**src/rtl/mips_pkg.sv**
```systemverilog
// ---------------------------------------------------------------------------
// mips_pkg
// Shared definitions for the multicycle MIPS control path:
//   - opcode constants for the supported instruction classes
//   - ALUOp, ALUSrcB and PCSource select encodings
//   - mc_state_t : 4-bit control FSM state encoding (also exported for debug)
//   - mc_ctrl_t  : bundle of every datapath control produced by the decoder
// ---------------------------------------------------------------------------
package mips_pkg;

    // IR[31:26] values of the supported instructions
    localparam logic [5:0] OP_RTYPE = 6'b000000;
    localparam logic [5:0] OP_LW    = 6'b100011;
    localparam logic [5:0] OP_SW    = 6'b101011;
    localparam logic [5:0] OP_BEQ   = 6'b000100;
    localparam logic [5:0] OP_J     = 6'b000010;

    // ALU operation select
    localparam logic [1:0] ALUOP_ADD   = 2'b00;
    localparam logic [1:0] ALUOP_SUB   = 2'b01;
    localparam logic [1:0] ALUOP_FUNCT = 2'b10;

    // ALU B-operand select
    localparam logic [1:0] SRCB_REG     = 2'b00;  // register B
    localparam logic [1:0] SRCB_FOUR    = 2'b01;  // constant 4
    localparam logic [1:0] SRCB_IMM     = 2'b10;  // sign-extended immediate
    localparam logic [1:0] SRCB_IMM_SH2 = 2'b11;  // sign-extended immediate << 2

    // Next-PC source select
    localparam logic [1:0] PCSRC_ALU    = 2'b00;
    localparam logic [1:0] PCSRC_ALUOUT = 2'b01;
    localparam logic [1:0] PCSRC_JUMP   = 2'b10;

    typedef enum logic [3:0] {
        S_RESET  = 4'd0,
        S_FETCH  = 4'd1,
        S_DECODE = 4'd2,
        S_MEMADR = 4'd3,
        S_MEMRD  = 4'd4,
        S_MEMWB  = 4'd5,
        S_MEMWR  = 4'd6,
        S_EXEC   = 4'd7,
        S_RWB    = 4'd8,
        S_BRANCH = 4'd9,
        S_JUMP   = 4'd10,
        S_TRAP   = 4'd11
    } mc_state_t;

    typedef struct packed {
        logic       pc_write;
        logic       pc_write_cond;
        logic       ior_d;
        logic       mem_read;
        logic       mem_write;
        logic       mem_to_reg;
        logic       ir_write;
        logic       reg_write;
        logic       reg_dst;
        logic       alu_src_a;
        logic [1:0] alu_src_b;
        logic [1:0] alu_op;
        logic [1:0] pc_source;
        logic       retire;
        logic       illegal_op;
    } mc_ctrl_t;

    // Every control deasserted; the value of any field a state does not set
    localparam mc_ctrl_t CTRL_IDLE = '0;

    // LW and SW share the address-calculation path
    function automatic logic is_mem_op(input logic [5:0] op);
        return (op == OP_LW) || (op == OP_SW);
    endfunction

endpackage

```
**src/rtl/multicycle_control_if.sv**
```systemverilog
// ---------------------------------------------------------------------------
// multicycle_control_if
// Bundle between the control FSM and the multicycle datapath.
//   master : the control unit (consumes opcode/zero/mem_ready, drives controls)
//   slave  : the datapath/memory side (the mirror image)
// Signals:
//   opcode[5:0], zero, mem_ready          datapath/memory -> control
//   PCWrite .. ALUSrcA (1 bit each),
//   ALUSrcB[1:0], ALUOp[1:0], PCSource[1:0],
//   retire, illegal_op, state[3:0]        control -> datapath / debug
// ---------------------------------------------------------------------------
interface multicycle_control_if;

    logic [5:0] opcode;
    logic       zero;
    logic       mem_ready;

    logic       PCWrite;
    logic       PCWriteCond;
    logic       IorD;
    logic       MemRead;
    logic       MemWrite;
    logic       MemtoReg;
    logic       IRWrite;
    logic       RegWrite;
    logic       RegDst;
    logic       ALUSrcA;
    logic [1:0] ALUSrcB;
    logic [1:0] ALUOp;
    logic [1:0] PCSource;
    logic       retire;
    logic       illegal_op;
    logic [3:0] state;

    modport master (
        input  opcode, zero, mem_ready,
        output PCWrite, PCWriteCond, IorD, MemRead, MemWrite, MemtoReg,
               IRWrite, RegWrite, RegDst, ALUSrcA, ALUSrcB, ALUOp, PCSource,
               retire, illegal_op, state
    );

    modport slave (
        output opcode, zero, mem_ready,
        input  PCWrite, PCWriteCond, IorD, MemRead, MemWrite, MemtoReg,
               IRWrite, RegWrite, RegDst, ALUSrcA, ALUSrcB, ALUOp, PCSource,
               retire, illegal_op, state
    );

endinterface

```
**src/rtl/mc_output_decode.sv**
```systemverilog
// ---------------------------------------------------------------------------
// mc_output_decode
// Purely combinational decode of the control FSM state into every datapath
// control. Moore outputs, except the FETCH write enables and the MEMWR retire,
// which only assert on the cycle memory accepts the access.
// Ports:
//   i_state      current FSM state
//   i_mem_ready  memory completes its access this cycle
//   o_ctrl       all control outputs
// ---------------------------------------------------------------------------
module mc_output_decode
    import mips_pkg::*;
(
    input  mc_state_t i_state,
    input  logic      i_mem_ready,
    output mc_ctrl_t  o_ctrl
);

    always_comb begin
        o_ctrl = CTRL_IDLE;
        case (i_state)
            S_FETCH: begin
                o_ctrl.mem_read  = 1'b1;
                o_ctrl.ior_d     = 1'b0;
                o_ctrl.alu_src_a = 1'b0;
                o_ctrl.alu_src_b = SRCB_FOUR;
                o_ctrl.alu_op    = ALUOP_ADD;
                o_ctrl.pc_source = PCSRC_ALU;
                // Latch IR and advance PC only when the fetched word is valid
                o_ctrl.ir_write  = i_mem_ready;
                o_ctrl.pc_write  = i_mem_ready;
            end
            S_DECODE: begin
                // Precompute the branch target while the opcode is decoded
                o_ctrl.alu_src_a = 1'b0;
                o_ctrl.alu_src_b = SRCB_IMM_SH2;
                o_ctrl.alu_op    = ALUOP_ADD;
            end
            S_MEMADR: begin
                o_ctrl.alu_src_a = 1'b1;
                o_ctrl.alu_src_b = SRCB_IMM;
                o_ctrl.alu_op    = ALUOP_ADD;
            end
            S_MEMRD: begin
                o_ctrl.mem_read = 1'b1;
                o_ctrl.ior_d    = 1'b1;
            end
            S_MEMWB: begin
                o_ctrl.reg_write  = 1'b1;
                o_ctrl.mem_to_reg = 1'b1;
                o_ctrl.reg_dst    = 1'b0;
                o_ctrl.retire     = 1'b1;
            end
            S_MEMWR: begin
                o_ctrl.ior_d     = 1'b1;
                o_ctrl.mem_write = 1'b1;
                // A store completes only on the accepting cycle
                o_ctrl.retire    = i_mem_ready;
            end
            S_EXEC: begin
                o_ctrl.alu_src_a = 1'b1;
                o_ctrl.alu_src_b = SRCB_REG;
                o_ctrl.alu_op    = ALUOP_FUNCT;
            end
            S_RWB: begin
                o_ctrl.reg_write  = 1'b1;
                o_ctrl.reg_dst    = 1'b1;
                o_ctrl.mem_to_reg = 1'b0;
                o_ctrl.retire     = 1'b1;
            end
            S_BRANCH: begin
                o_ctrl.alu_src_a     = 1'b1;
                o_ctrl.alu_src_b     = SRCB_REG;
                o_ctrl.alu_op        = ALUOP_SUB;
                o_ctrl.pc_write_cond = 1'b1;
                o_ctrl.pc_source     = PCSRC_ALUOUT;
                o_ctrl.retire        = 1'b1;
            end
            S_JUMP: begin
                o_ctrl.pc_write  = 1'b1;
                o_ctrl.pc_source = PCSRC_JUMP;
                o_ctrl.retire    = 1'b1;
            end
            S_TRAP: begin
                o_ctrl.illegal_op = 1'b1;
            end
            // RESET and the unused encodings 12-15 drive nothing
            default: o_ctrl = CTRL_IDLE;
        endcase
    end

endmodule

```
**src/rtl/multicycle_control.sv**
```systemverilog
// ---------------------------------------------------------------------------
// multicycle_control
// Main control FSM of the multicycle MIPS datapath. Sequences each instruction
// through fetch/decode/execute/memory/write-back in 3-5 cycles, stretching the
// memory states while mem_ready is low, and trapping unsupported opcodes.
// Ports:
//   clk  rising-edge clock
//   rst  asynchronous active-high reset
//   bus  multicycle_control_if.master : opcode/zero/mem_ready in,
//        datapath controls, retire, illegal_op and debug state out
// ---------------------------------------------------------------------------
module multicycle_control
    import mips_pkg::*;
(
    input  logic                       clk,
    input  logic                       rst,
    multicycle_control_if.master       bus
);

    mc_state_t r_state;
    mc_state_t w_state_next;
    logic      r_rst_hold;
    mc_ctrl_t  w_ctrl;
    logic      w_unused_zero;

    // zero is consumed by the datapath through PCWriteCond, not by the FSM
    assign w_unused_zero = bus.zero;

    // Keeps the FSM in RESET for one full cycle after rst falls, so the first
    // fetch starts on the second rising edge after release.
    always_ff @(posedge clk or posedge rst) begin
        if (rst) begin
            r_rst_hold <= 1'b1;
        end else begin
            r_rst_hold <= 1'b0;
        end
    end

    always_comb begin
        w_state_next = S_FETCH;
        case (r_state)
            S_RESET:  w_state_next = r_rst_hold ? S_RESET : S_FETCH;
            S_FETCH:  w_state_next = bus.mem_ready ? S_DECODE : S_FETCH;
            S_DECODE: begin
                if (is_mem_op(bus.opcode)) begin
                    w_state_next = S_MEMADR;
                end else if (bus.opcode == OP_RTYPE) begin
                    w_state_next = S_EXEC;
                end else if (bus.opcode == OP_BEQ) begin
                    w_state_next = S_BRANCH;
                end else if (bus.opcode == OP_J) begin
                    w_state_next = S_JUMP;
                end else begin
                    w_state_next = S_TRAP;
                end
            end
            // Only LW/SW reach here; anything not a store takes the load path
            S_MEMADR: w_state_next = (bus.opcode == OP_SW) ? S_MEMWR : S_MEMRD;
            S_MEMRD:  w_state_next = bus.mem_ready ? S_MEMWB : S_MEMRD;
            S_MEMWB:  w_state_next = S_FETCH;
            S_MEMWR:  w_state_next = bus.mem_ready ? S_FETCH : S_MEMWR;
            S_EXEC:   w_state_next = S_RWB;
            S_RWB:    w_state_next = S_FETCH;
            S_BRANCH: w_state_next = S_FETCH;
            S_JUMP:   w_state_next = S_FETCH;
            // PC already advanced in FETCH, so resume at the next word
            S_TRAP:   w_state_next = S_FETCH;
            default:  w_state_next = S_FETCH;
        endcase
    end

    always_ff @(posedge clk or posedge rst) begin
        if (rst) begin
            r_state <= S_RESET;
        end else begin
            r_state <= w_state_next;
        end
    end

    mc_output_decode u_output_decode (
        .i_state     (r_state),
        .i_mem_ready (bus.mem_ready),
        .o_ctrl      (w_ctrl)
    );

    assign bus.PCWrite     = w_ctrl.pc_write;
    assign bus.PCWriteCond = w_ctrl.pc_write_cond;
    assign bus.IorD        = w_ctrl.ior_d;
    assign bus.MemRead     = w_ctrl.mem_read;
    assign bus.MemWrite    = w_ctrl.mem_write;
    assign bus.MemtoReg    = w_ctrl.mem_to_reg;
    assign bus.IRWrite     = w_ctrl.ir_write;
    assign bus.RegWrite    = w_ctrl.reg_write;
    assign bus.RegDst      = w_ctrl.reg_dst;
    assign bus.ALUSrcA     = w_ctrl.alu_src_a;
    assign bus.ALUSrcB     = w_ctrl.alu_src_b;
    assign bus.ALUOp       = w_ctrl.alu_op;
    assign bus.PCSource    = w_ctrl.pc_source;
    assign bus.retire      = w_ctrl.retire;
    assign bus.illegal_op  = w_ctrl.illegal_op;
    assign bus.state       = r_state;

endmodule

```
**src/flat_wrapper.sv**
```systemverilog
// flat-port wrapper written by rule: the top's interface ports become plain ports
module multicycle_control_flat import mips_pkg::*;
  (clk, rst, bus_opcode, bus_zero, bus_mem_ready, bus_PCWrite, bus_PCWriteCond, bus_IorD, bus_MemRead, bus_MemWrite, bus_MemtoReg, bus_IRWrite, bus_RegWrite, bus_RegDst, bus_ALUSrcA, bus_ALUSrcB, bus_ALUOp, bus_PCSource, bus_retire, bus_illegal_op, bus_state);
  multicycle_control_if bus_i ();
  input  logic clk;
  input  logic rst;
  input wire logic [$bits(bus_i.opcode)-1:0] bus_opcode;
  input wire logic [$bits(bus_i.zero)-1:0] bus_zero;
  input wire logic [$bits(bus_i.mem_ready)-1:0] bus_mem_ready;
  output wire logic [$bits(bus_i.PCWrite)-1:0] bus_PCWrite;
  output wire logic [$bits(bus_i.PCWriteCond)-1:0] bus_PCWriteCond;
  output wire logic [$bits(bus_i.IorD)-1:0] bus_IorD;
  output wire logic [$bits(bus_i.MemRead)-1:0] bus_MemRead;
  output wire logic [$bits(bus_i.MemWrite)-1:0] bus_MemWrite;
  output wire logic [$bits(bus_i.MemtoReg)-1:0] bus_MemtoReg;
  output wire logic [$bits(bus_i.IRWrite)-1:0] bus_IRWrite;
  output wire logic [$bits(bus_i.RegWrite)-1:0] bus_RegWrite;
  output wire logic [$bits(bus_i.RegDst)-1:0] bus_RegDst;
  output wire logic [$bits(bus_i.ALUSrcA)-1:0] bus_ALUSrcA;
  output wire logic [$bits(bus_i.ALUSrcB)-1:0] bus_ALUSrcB;
  output wire logic [$bits(bus_i.ALUOp)-1:0] bus_ALUOp;
  output wire logic [$bits(bus_i.PCSource)-1:0] bus_PCSource;
  output wire logic [$bits(bus_i.retire)-1:0] bus_retire;
  output wire logic [$bits(bus_i.illegal_op)-1:0] bus_illegal_op;
  output wire logic [$bits(bus_i.state)-1:0] bus_state;
  assign bus_i.opcode = bus_opcode;
  assign bus_i.zero = bus_zero;
  assign bus_i.mem_ready = bus_mem_ready;
  assign bus_PCWrite = bus_i.PCWrite;
  assign bus_PCWriteCond = bus_i.PCWriteCond;
  assign bus_IorD = bus_i.IorD;
  assign bus_MemRead = bus_i.MemRead;
  assign bus_MemWrite = bus_i.MemWrite;
  assign bus_MemtoReg = bus_i.MemtoReg;
  assign bus_IRWrite = bus_i.IRWrite;
  assign bus_RegWrite = bus_i.RegWrite;
  assign bus_RegDst = bus_i.RegDst;
  assign bus_ALUSrcA = bus_i.ALUSrcA;
  assign bus_ALUSrcB = bus_i.ALUSrcB;
  assign bus_ALUOp = bus_i.ALUOp;
  assign bus_PCSource = bus_i.PCSource;
  assign bus_retire = bus_i.retire;
  assign bus_illegal_op = bus_i.illegal_op;
  assign bus_state = bus_i.state;
  multicycle_control u_core (.clk(clk), .rst(rst), .bus(bus_i));
endmodule
```
**config.mk**
```make
export PLATFORM = sky130hd
export DESIGN_NAME = multicycle_control_flat
export DESIGN_NICKNAME = d
export VERILOG_FILES = /design/src/rtl/mips_pkg.sv /design/src/rtl/multicycle_control_if.sv /design/src/rtl/mc_output_decode.sv /design/src/rtl/multicycle_control.sv /design/src/flat_wrapper.sv
export SDC_FILE = /design/constraint.sdc
export NUM_CORES = 1
export LEC_CHECK = 0
export ABC_AREA = 1
export CORE_ASPECT_RATIO = 0.9
export CORE_MARGIN = 8
export CORE_UTILIZATION = 39
export CTS_BUF_LIST = sky130_fd_sc_hd__clkbuf_8
export DETAILED_ROUTE_END_ITERATION = 8
export PLACE_DENSITY_LB_ADDON = 0.05
export SLEW_MARGIN = 40
export SYNTH_ARGS = -nofsm -noshare
export SYNTH_HDL_FRONTEND = slang
export SYNTH_HIERARCHICAL = 1
export SYNTH_SLANG_ARGS = --single-unit
```
**constraint.sdc**
```tcl
create_clock -name clk -period 1.4 [get_ports clk]
set_input_delay 0.21 -clock clk [delete_from_list [all_inputs] [get_ports clk]]
set_output_delay 0.21 -clock clk [all_outputs]
set_load 0.05 [all_outputs]
```
==> results of run 1 <==
==> cells by family after synthesis <==
| kind of cell | count (synthesis) | share of synthesized area [%] |
|---|---|---|
| AND/OR/NAND/NOR | 65 | 53.3 |
| buffers and inverters | 24 | 16.4 |
| flip-flops | 5 | 22.1 |
| AO/OA/AOI/OAI | 7 | 7.64 |
| other | 1 | 0.654 |
==> through the flow <==
| step | setup TNS, ns | utilization, % | setup WS (ns) | area [µm²] |
|---|---|---|---|---|
| after detailed placement | -0.0130 | 93.5 | -0.0130 | 1320 |
| after global placement | 0 | 93.5 | 0.0190 | 1320 |
| after floorplan | -0.889 | - | -0.162 | 736 |
==> flow_summary.yaml, run 1 <==
outcome:
  outcome: "stopped before the end"
  stop_stage: "4_1_cts"
  error_line: "[ERROR DPL-0038] Utilization greater than 100%, impossible to legalize"
clock_tree:
  cts_root_buffer: "clkbuf_8"
  postCtsSetupRepairBufs: 2
  cts_resized: 13
  cts_buffers: 3
  cts_sinks: 5
  htree_num_levels: 1
  clk_path_buf_depth: 2
  hold_buffers: 0
floorplanning:
  start_util_pct: 40.5
  std_cell_rows: 13
  fp.dieW_um: 56.4
  die_y_um: 52.4
  ioPinCount: 32
logic_synthesis:
  yosysSeqAreaShare_pct: 22.1
  synth_edf_count: 0
  synth_top_flop_cell: "dfrtp_1"
  synth.top_cells.by_area: "dfrtp_1, nor2_1, inv_1"
  synth_cell_types: 21
  synth_nets: 112
  synth_top_area_share_pct: 17.5
  ys_warn_count: 6
  avgSynthCellArea_um2: 5.62
  yosysMostFrequentCell: "nor2_1"
  synth.cells.most_frequent: "nor2_1, inv_1, nand2_1"
  syn_inst: 102
  yosys.area.top_type: "dfrtp_1"
  syn_area_um2: 573
  ys_ff_latch: 5
  async_flop_share_pct: 100
placed_design:
  gp_congestion: 0.765
  place.port_buffers: 30
  dp.cells: 154
  place.detailed.hpwl_um: 1890
==> run 2, diff against run 1 <==
- CORE_AREA: not set -> 8 8 69 71
- CORE_ASPECT_RATIO: 0.9 -> not set
- CORE_MARGIN: 8 -> not set
- CORE_UTILIZATION: 39 -> not set
- CTS_BUF_LIST: sky130_fd_sc_hd__clkbuf_8 -> not set
- DIE_AREA: not set -> 0 0 77 79
- PLACE_DENSITY_LB_ADDON: 0.05 -> 0.15
==> run 2 against run 1 <==
Compared with the run above:
- the flow now finishes, with violations (setup timing)
- synthesized cell count unchanged
- area after synthesis unchanged
==> flow_summary.yaml, run 2 <==
cells_and_area:
  fillCellCount: 402
  largest_reg_flops: 4
  antennaDiodeCount: 0
  mostFrequentLayoutCell: "buf_12"
  layoutNonFillerInstCount: 199
  layout-drive-gt1-share_pct: 59.1
  area_growth_pct: 171
  finalNetCount: 160
  final_cell_mix: "buf_12, nor2_4, nor2_1"
setup_path:
  crit_path_start_kind: "flop"
  crit_fanout: 5
  cp.required_ns: 1.19
  crit_path_cell_trace: "inv_4 -> nor2_4 -> buf_6 -> inv_6 -> nor2_4 -> buf_12"
  slowest_stage: "dfrtp_4"
  max_stage_delay_ns: 0.46
  crit_path_end_kind: "primary output"
  crit_top_cell: "nor2_4"
  critPathTopFamily: "flip-flops"
  rr_worst_depth: 6
  crit_type: "flop to primary output"
  cp_num_buf_inv: 4
  arrival_ns: 1.33
  crit_cells: 6
logic_synthesis:
  syn_inst: 102
  synth_nets: 112
  ys_ff_latch: 5
  synth_top_area_share_pct: 17.5
  synth_edf_count: 0
  synth_cell_types: 21
  yosysSeqAreaShare_pct: 22.1
  synth.top_cells.by_area: "dfrtp_1, nor2_1, inv_1"
  synth.cells.most_frequent: "nor2_1, inv_1, nand2_1"
  ys_warn_count: 6
  avgSynthCellArea_um2: 5.62
  yosys.area.top_type: "dfrtp_1"
  synth_top_flop_cell: "dfrtp_1"
  syn_area_um2: 573
  async_flop_share_pct: 100
  yosysMostFrequentCell: "nor2_1"
sta:
  report.final.slew_viol_count: 0
  max_freq_ghz: 0.648
  worst_slack_ns: -0.143
  fin_skew_ns: 0.00158
  hold_violations: 0
  hold-worst-slack_ns: 0.191
  final.period_utilization_pct: 110
  finalSetupViolCount: 18
  period_minus_slack_ns: 1.54
  tns_ns: -1.74
  rsz0062_at_grt: "true"
pwr:
  p_int_mw: 1.92
  p_sw_share_pct: 52.2
  total_power_mw: 4.02
  seqPwrFrac_pct: 8.2
  p_leak_nw: 0.653
  ir_drop_mv: 1.24
  p_per_area_mw_per_mm2: 2590
  netSwitchingPower_mw: 2.10
  combPwrFrac_pct: 85.1
  pwr-share-clk_pct: 6.8
global_route:
  grt_pass1_vias: 823
  grt_overflow: 0
  grt_pass1_wl_um: 3530
  antenna_found_initial: 0
  grt_max_degree: 9
  grt.total_usage_pct: 6.89
clock_tree:
  clock_latency_ns: 0.22
  cts_buffers: 3
  htree_num_levels: 1
  cts_tree: "yes"
  cts_sinks: 5
  clk_path_buf_depth: 2
  clkTransAtPathRegs_ns: 0.04
  hold_buffers: 0
  cts_root_buffer: "clkbuf_8"
route:
  vias: 779
  wl_um: 2050
  detail_route.wl_per_cell_um: 10.3
  drtIter0Drc: 18
  drc: 0
  drtPass1Iterations: 4
  drtAntennaViolNets: 0
  viasPerCell: 3.91
outcome:
  violations: "setup timing"
  outcome: "finished, violations left"
placed_design:
  place.port_buffers: 30
  place.detailed.hpwl_um: 1770
  place_ws_ns: -0.00867
  gp_congestion: 0.881
  dp.cells: 192
floorplanning:
  ioPinCount: 32
  fp.dieW_um: 77
  die_y_um: 79
  std_cell_rows: 23
  core_area_mm2: 0.00380
  die-area_mm2: 0.00608
  start_util_pct: 15.1
run:
  cap_violations: 0
hold_path:
  hold_path.class: "input port to async pin"
## run 2: cell counts after synthesis
No cell type changed its count.
## run 2: per-stage QoR
stage | instance area (µm²) | util [%]
after global placement | 1390 | 36.6
after CTS | 1550 | 40.7
final | 1550 | 40.8
after detailed placement | 1390 | 36.6
after global routing | 1550 | 40.8
after floorplan | 736 | -
## run 2: cell families (layout without fill, tap and decap cells)
group,count (synthesis),in the layout,synth area share [%]
simple gates,65,65,53.3
other cells,1,1,0.654
compound gates,7,7,7.64
buf+inv,24,71,16.4
flops,5,5,22.1
## run 2: power groups by stage
stage                     Clock [mW]  Sequential [mW]  Combinational (mW)
after floorplan                    0            0.549                1.55
after global placement             0            0.308                3.16
after detailed placement           0            0.312                3.17
after CTS                      0.281            0.330                3.45
after global routing           0.290            0.339                3.61
final                          0.272            0.329                3.42
## run 2: per-layer routing
| metal | up-vias | GRT usage, % | wire length, µm |
|---|---|---|---|
| li1 | 404 | - | - |
| met1 | 345 | 7.16 | 891 |
| met2 | 28 | 12.4 | 1010 |
| met3 | 2 | 2.48 | 137 |
| met4 | 0 | 2.83 | 12 |
| met5 | - | 0 | 0 |
## run 2: cell type report
| type | count | area [µm²] | share of cell area, % |
|---|---|---|---|
| clock buffers | 4 | 45.0 | 2.91 |
| multi-input cells | 73 | 541 | 34.9 |
| inverters | 23 | 111 | 7.18 |
| flip-flops and latches | 5 | 139 | 8.96 |
| repair buffers | 44 | 652 | 42.0 |
| well taps | 50 | 62.6 | 4.04 |
## run 2: path summary, 6_finish.rpt
path	start	end	slack (ns)
max	u_core/bus.state[0]	bus_PCSource[0]	-0.14
min	rst	u_core/bus.state[2]	0.19
max reg2reg	u_core/bus.state[3]	u_core/bus.state[1]	0.17
min reg2reg	u_core/r_rst_hold	u_core/bus.state[0]	0.70
max in group asynchronous	rst	u_core/r_rst_hold	0.97
min in group clk	u_core/r_rst_hold	u_core/bus.state[0]	0.70
## run 2: worst register-to-register path, cell delays in order, from the launching register on
cell,delay (ns)
dfrtp_4,0.51
buf_4,0.18
nor2_4,0.13
inv_2,0.07
nor2_2,0.11
nand3_1,0.10
nand3_2,0.08
## run 2: repair_timing
| item | in CTS | in global routing |
|---|---|---|
| setup buffers | 3 | 0 |
| pin swaps | 9 | 3 |
| gates resized for setup | 25 | 1 |
| setup endpoints to repair | 18 | 18 |
(Power assumes the default switching activity.)
==> run 3, diff against run 2 <==
- ABC_CLOCK_PERIOD_IN_PS: not set -> 1400
==> results of run 3 <==
Final layout, timing and power as in run 2 (identical DEF).
